[src/rtl/alu_uart_iface_pkg.sv]
// alu_uart_iface_pkg: FSM state encoding and ALU opcodes shared by the UART/ALU interface and its benches
package alu_uart_iface_pkg;
  localparam logic [2:0] ST_WAIT_A  = 3'd0;
  localparam logic [2:0] ST_WAIT_B  = 3'd1;
  localparam logic [2:0] ST_WAIT_OP = 3'd2;
  localparam logic [2:0] ST_EXEC    = 3'd3;
  localparam logic [2:0] ST_SEND    = 3'd4;
  localparam logic [2:0] ST_WAIT_TX = 3'd5;
  typedef enum logic [2:0] {
    WAIT_A  = ST_WAIT_A,
    WAIT_B  = ST_WAIT_B,
    WAIT_OP = ST_WAIT_OP,
    EXEC    = ST_EXEC,
    SEND    = ST_SEND,
    WAIT_TX = ST_WAIT_TX
  } state_t;
  localparam logic [5:0] OP_ADD = 6'b100000;
  localparam logic [5:0] OP_SUB = 6'b100010;
  localparam logic [5:0] OP_AND = 6'b100100;
  localparam logic [5:0] OP_OR  = 6'b100101;
  localparam logic [5:0] OP_XOR = 6'b100110;
  localparam logic [5:0] OP_SRA = 6'b000011;
  localparam logic [5:0] OP_SRL = 6'b000010;
  localparam logic [5:0] OP_NOR = 6'b100111;
endpackage

[src/rtl/alu_iface_timer.sv]
// alu_iface_timer: clearable up-counter flagging the cycle it reaches LIMIT-1
module alu_iface_timer #(
  parameter int LIMIT = 50_000_000
) (
  input  logic clk,
  input  logic rst_n,
  input  logic clr,
  output logic tc
);
  localparam int W = $clog2(LIMIT + 1);
  logic [W-1:0] cnt;
  // count up every cycle unless cleared
  always_ff @(posedge clk or negedge rst_n)
    if (!rst_n) cnt <= '0;
    else cnt <= clr ? '0 : cnt + 1'b1;
  assign tc = cnt == W'(LIMIT - 1);
endmodule

[src/rtl/alu_uart_iface.sv]
// alu_uart_iface: collects A/B/opcode bytes from uart_rx for the ALU and ships the result to uart_tx; define ALU_IFACE_TIMEOUT_EN for the inter-byte timeout
module alu_uart_iface
  import alu_uart_iface_pkg::*;
#(
  parameter int N_BITS         = 8,
  parameter int TIMEOUT_CYCLES = 50_000_000
) (
  input  logic              i_clk,
  input  logic              i_rst_n,
  input  logic [N_BITS-1:0] i_rx_data,
  input  logic              i_rx_done,
  input  logic [N_BITS-1:0] i_alu_res,
  input  logic              i_tx_done,
  output logic [N_BITS-1:0] o_alu_A,
  output logic [N_BITS-1:0] o_alu_B,
  output logic [N_BITS-1:0] o_alu_OP,
  output logic [N_BITS-1:0] o_tx_data,
  output logic              o_tx_start,
  output logic              o_busy
);
  state_t state;
  logic   timeout;
`ifdef ALU_IFACE_TIMEOUT_EN
  logic collecting, rx_accept;
  assign collecting = state == WAIT_B || state == WAIT_OP;
  assign rx_accept  = i_rx_done && (collecting || state == WAIT_A);
  alu_iface_timer #(.LIMIT(TIMEOUT_CYCLES)) u_timer (
    .clk  (i_clk),
    .rst_n(i_rst_n),
    .clr  (rx_accept || !collecting),
    .tc   (timeout)
  );
`else
  localparam int unused_timeout_cycles = TIMEOUT_CYCLES;
  assign timeout = 1'b0;
`endif
  // frame FSM; a byte arriving in the same cycle as a timeout wins over the timeout
  always_ff @(posedge i_clk or negedge i_rst_n)
    if (!i_rst_n) begin
      state      <= WAIT_A;
      o_alu_A    <= '0;
      o_alu_B    <= '0;
      o_alu_OP   <= '0;
      o_tx_data  <= '0;
      o_tx_start <= 1'b0;
      o_busy     <= 1'b0;
    end else begin
      o_tx_start <= 1'b0;
      case (state)
        WAIT_A:
          if (i_rx_done) begin
            o_alu_A <= i_rx_data;
            state   <= WAIT_B;
          end
        WAIT_B:
          if (i_rx_done) begin
            o_alu_B <= i_rx_data;
            state   <= WAIT_OP;
          end else if (timeout) state <= WAIT_A;
        WAIT_OP:
          if (i_rx_done) begin
            o_alu_OP <= i_rx_data;
            o_busy   <= 1'b1;
            state    <= EXEC;
          end else if (timeout) state <= WAIT_A;
        EXEC: begin
          o_tx_data  <= i_alu_res;
          o_tx_start <= 1'b1;
          state      <= SEND;
        end
        SEND: state <= WAIT_TX;
        WAIT_TX:
          if (i_tx_done) begin
            o_busy <= 1'b0;
            state  <= WAIT_A;
          end
        default: begin
          o_busy <= 1'b0;
          state  <= WAIT_A;
        end
      endcase
    end
endmodule

[config.mk]
export PLATFORM = sky130hd
export DESIGN_NAME = alu_uart_iface
export DESIGN_NICKNAME = d
export VERILOG_FILES = /design/src/rtl/alu_uart_iface_pkg.sv /design/src/rtl/alu_iface_timer.sv /design/src/rtl/alu_uart_iface.sv
export SDC_FILE = /design/constraint.sdc
export NUM_CORES = 1
export LEC_CHECK = 0
export BUFFER_PORTS_ARGS = -buffer_cell sky130_fd_sc_hd__buf_2
export CAP_MARGIN = 0
export CORE_UTILIZATION = 34
export DETAILED_ROUTE_END_ITERATION = 10
export PLACE_DENSITY = 0.55
export REMOVE_ABC_BUFFERS = 1
export SYNTH_ARGS = -nofsm -noshare
export SYNTH_HDL_FRONTEND = slang
export SYNTH_SLANG_ARGS = --single-unit
[constraint.sdc]
create_clock -name i_clk -period 2.1 [get_ports i_clk]
set_input_delay 0.315 -clock i_clk [delete_from_list [all_inputs] [get_ports i_clk]]
set_output_delay 0.315 -clock i_clk [all_outputs]
set_load 0.01 [all_outputs]
==> flow_metrics.tcl <==
set metrics [dict create \
    status "finished, final reports clean" \
    port_buffers 53 \
    diodes 0 \
    slowest_stage "nand4bb_1" \
    period_needed_ns 1.719 \
    route.detailed.drc 0 \
    post-route-period-util 0.8186 \
    area_growth_pct 27.59 \
    reg2reg_from "state[2]$_DFFE_PN0P_" \
    synth.distinct_cells 18 \
    grt_pass1_vias 930 \
    syn_area_per_cell_um2 16.05 \
    crit_path_max_fanout 10 \
    synth_area_um2 1460 \
    cap_violations 0 \
    clock_latency_ns 0.28 \
    tns_ns 0 \
    htreeDepth 2 \
    pin_count 54 \
    start_kind "flip-flop" \
    setup.worst_path.class "flip-flop to flip-flop" \
    grt_usage 0.1439 \
    slowest_delay_ns 0.62 \
    grt_pass1_wl_um 4643 \
    overflow 0 \
    ir_drop_mv 0.6637 \
    rsz0062_at_grt "false" \
    chipHeight_um 67.53 \
    path_cells "nand4bb_1 > mux2_2" \
    synth_seq_cells 37 \
    start_util 0.3599 \
    yosys_warnings 0 \
    dieArea_um2 4560 \
    num_rows 23 \
    layout.nets 169 \
    p_leak_nw 0.9064 \
    core_um2 4058 \
    cts.hold.buffers_added 0 \
    gpl.final_weighted_congestion 0.7058 \
    clock_sinks 37 \
    fmax_mhz 581.7 \
    reg2regPathDepth 2 \
    cp.required_ns 2.26 \
    num_vias 937 \
    cts_buffers 5 \
    hold_class "input pin to asynchronous set/reset pin" \
    critical_path_buf_inv_count 0 \
    cpLargestDelayFamily "simple AND/OR/NAND/NOR gates" \
    rrSetupSlack_ns 0.38 \
    netlist_instances 91 \
    fin_skew_ns 0.008030 \
    dr.pass1.iters 2 \
    clk_pin_slew_ns 0.07 \
    hold_viol 0 \
    nFillCells 373 \
    finalWirelength_um 2896 \
    worst-path-stages 2 \
    cts_tree "built" \
    grt_antenna_before_repair 0 \
    clk_path_buf_depth 2 \
    routedWlPerCell_um 14.48 \
    cts_resized 0 \
    reg2reg_to "o_alu_OP[4]$_DFFE_PN0P_" \
    relSlewSlack 0.4549 \
    pwr_density_cell_nw_per_um2 1589 \
    cp.arrival_ns 1.88 \
    ant_nets 0 \
    cp-end-kind "flip-flop" \
    worstMarginPinSlew_ns 0.8177 \
    slew_violations 0 \
    die_w_um 67.53 \
    fin_util 0.4591 \
    seq_area_frac_synth 0.6341 \
    setup_viol 0 \
    routed_via_density 4.685 \
    cts_setup_buffers 0 \
    grt_max_degree 38 \
    drive_above_1_share 0.6400 \
    dr.first_iter.drc_count 56 \
    cts_root_buffer "clkbuf_8" \
    dp_hpwl_um 2146 \
]
==> layout make-up <==
type	instances	area, µm²	area share
Tap cell	50	62.56	0.03358
Inverter	2	7.507	0.004030
Sequential cell	37	925.9	0.4970
Multi-Input combinational cell	47	499.2	0.2680
Clock buffer	8	80.08	0.04298
Timing Repair Buffer	56	287.8	0.1545
==> placed cells by master (no fill, tap or decap) <==
cell type   n
a211o_1     1
a21bo_2     1
a21o_1      1
a21oi_1     2
buf_2      53
buf_4       3
clkbuf_1    3
clkbuf_8    5
dfrtp_1    37
inv_1       2
mux2_2     32
nand2b_1    2
nand3b_1    2
nand4bb_1   1
nor3b_1     1
nor4b_1     1
nor4b_4     1
nor4bb_2    1
o211ai_1    1
==> state kept, by name, indices dropped and copies added (netlist names) <==
register,cells
o_alu_OP,8
o_busy,1
o_alu_B,8
o_alu_A,8
o_tx_data,8
o_tx_start,1
state,3
==> cells in the mapped netlist (all sizes together) <==
| library cell | n | area (µm²) |
|---|---|---|
| a21bo | 1 | 10.01 |
| nor4bb | 1 | 10.01 |
| nand3b | 2 | 15.01 |
| a21o | 1 | 7.510 |
| dfrtp | 37 | 925.9 |
| buf | 5 | 33.78 |
| nor3b | 1 | 7.510 |
| nand4bb | 1 | 11.26 |
| a21oi | 2 | 10.01 |
| o211ai | 1 | 7.510 |
| mux2 | 32 | 360.4 |
| a211o | 1 | 8.760 |
| nor4b | 2 | 32.53 |
| nand2b | 2 | 12.51 |
| inv | 2 | 7.510 |
==> worst register-to-register path, stage by stage (launching register included) <==
cell	delay, ns
dfrtp_1	0.50
nand4bb_1	0.63
mux2_2	0.47
==> through the flow <==
step | power (W) | setup slack (ns) | instances | area [µm²] | hold WS (ns)
global route | 0.003177 | 0.2502 | 200 | 1863 | 0.1889
global placement | 0.002479 | 0.4165 | 192 | 1783 | 0.4397
detailed placement | 0.002536 | 0.3742 | 192 | 1783 | 0.4589
floorplan | 0.002004 | 0.1470 | 86 | 1426 | 0.01941
CTS | 0.003007 | 0.3554 | 200 | 1863 | 0.1508
finish | 0.002960 | 0.3809 | 200 | 1863 | 0.1240
==> logic make-up after synthesis <==
group                  after synthesis  share of synthesized area
DFF                                 37                     0.6341
buffers and inverters                7                    0.02828
muxes                               32                     0.2468
and+or+nand+nor                      9                    0.06084
AOI/OAI and AO/OA                    6                    0.03000
==> where the power goes <==
part | switching [W] | internal [W]
Sequential | 0.000229 | 0.00107
Combinational | 0.000524 | 0.000672
Clock | 0.000227 | 0.000236
Total | 0.000980 | 0.00198
==> layer usage <==
metal  GRT usage  vias to the layer above  wire [µm]
li1            -                      441          -
met1      0.1750                      470       1266
met2      0.2252                       22       1458
met3     0.04899                        4        126
met4     0.07181                        0         45
met5           0                        -          0
==> how the worst max path moves through the flow <==
stage	from	endpoint	slack, ns
2_1_floorplan	state[0]$_DFFE_PN0P_	o_alu_B[0]$_DFFE_PN0P_	0.15
3_3_place_gp	state[2]$_DFFE_PN0P_	o_alu_OP[3]$_DFFE_PN0P_	0.42
3_5_place_dp	state[2]$_DFFE_PN0P_	o_alu_OP[4]$_DFFE_PN0P_	0.37
4_1_cts	state[2]$_DFFE_PN0P_	o_alu_OP[4]$_DFFE_PN0P_	0.36
5_1_grt	state[0]$_DFFE_PN0P_	o_alu_OP[4]$_DFFE_PN0P_	0.25
6_report	state[2]$_DFFE_PN0P_	o_alu_OP[4]$_DFFE_PN0P_	0.38
(Power assumes the default switching activity.)
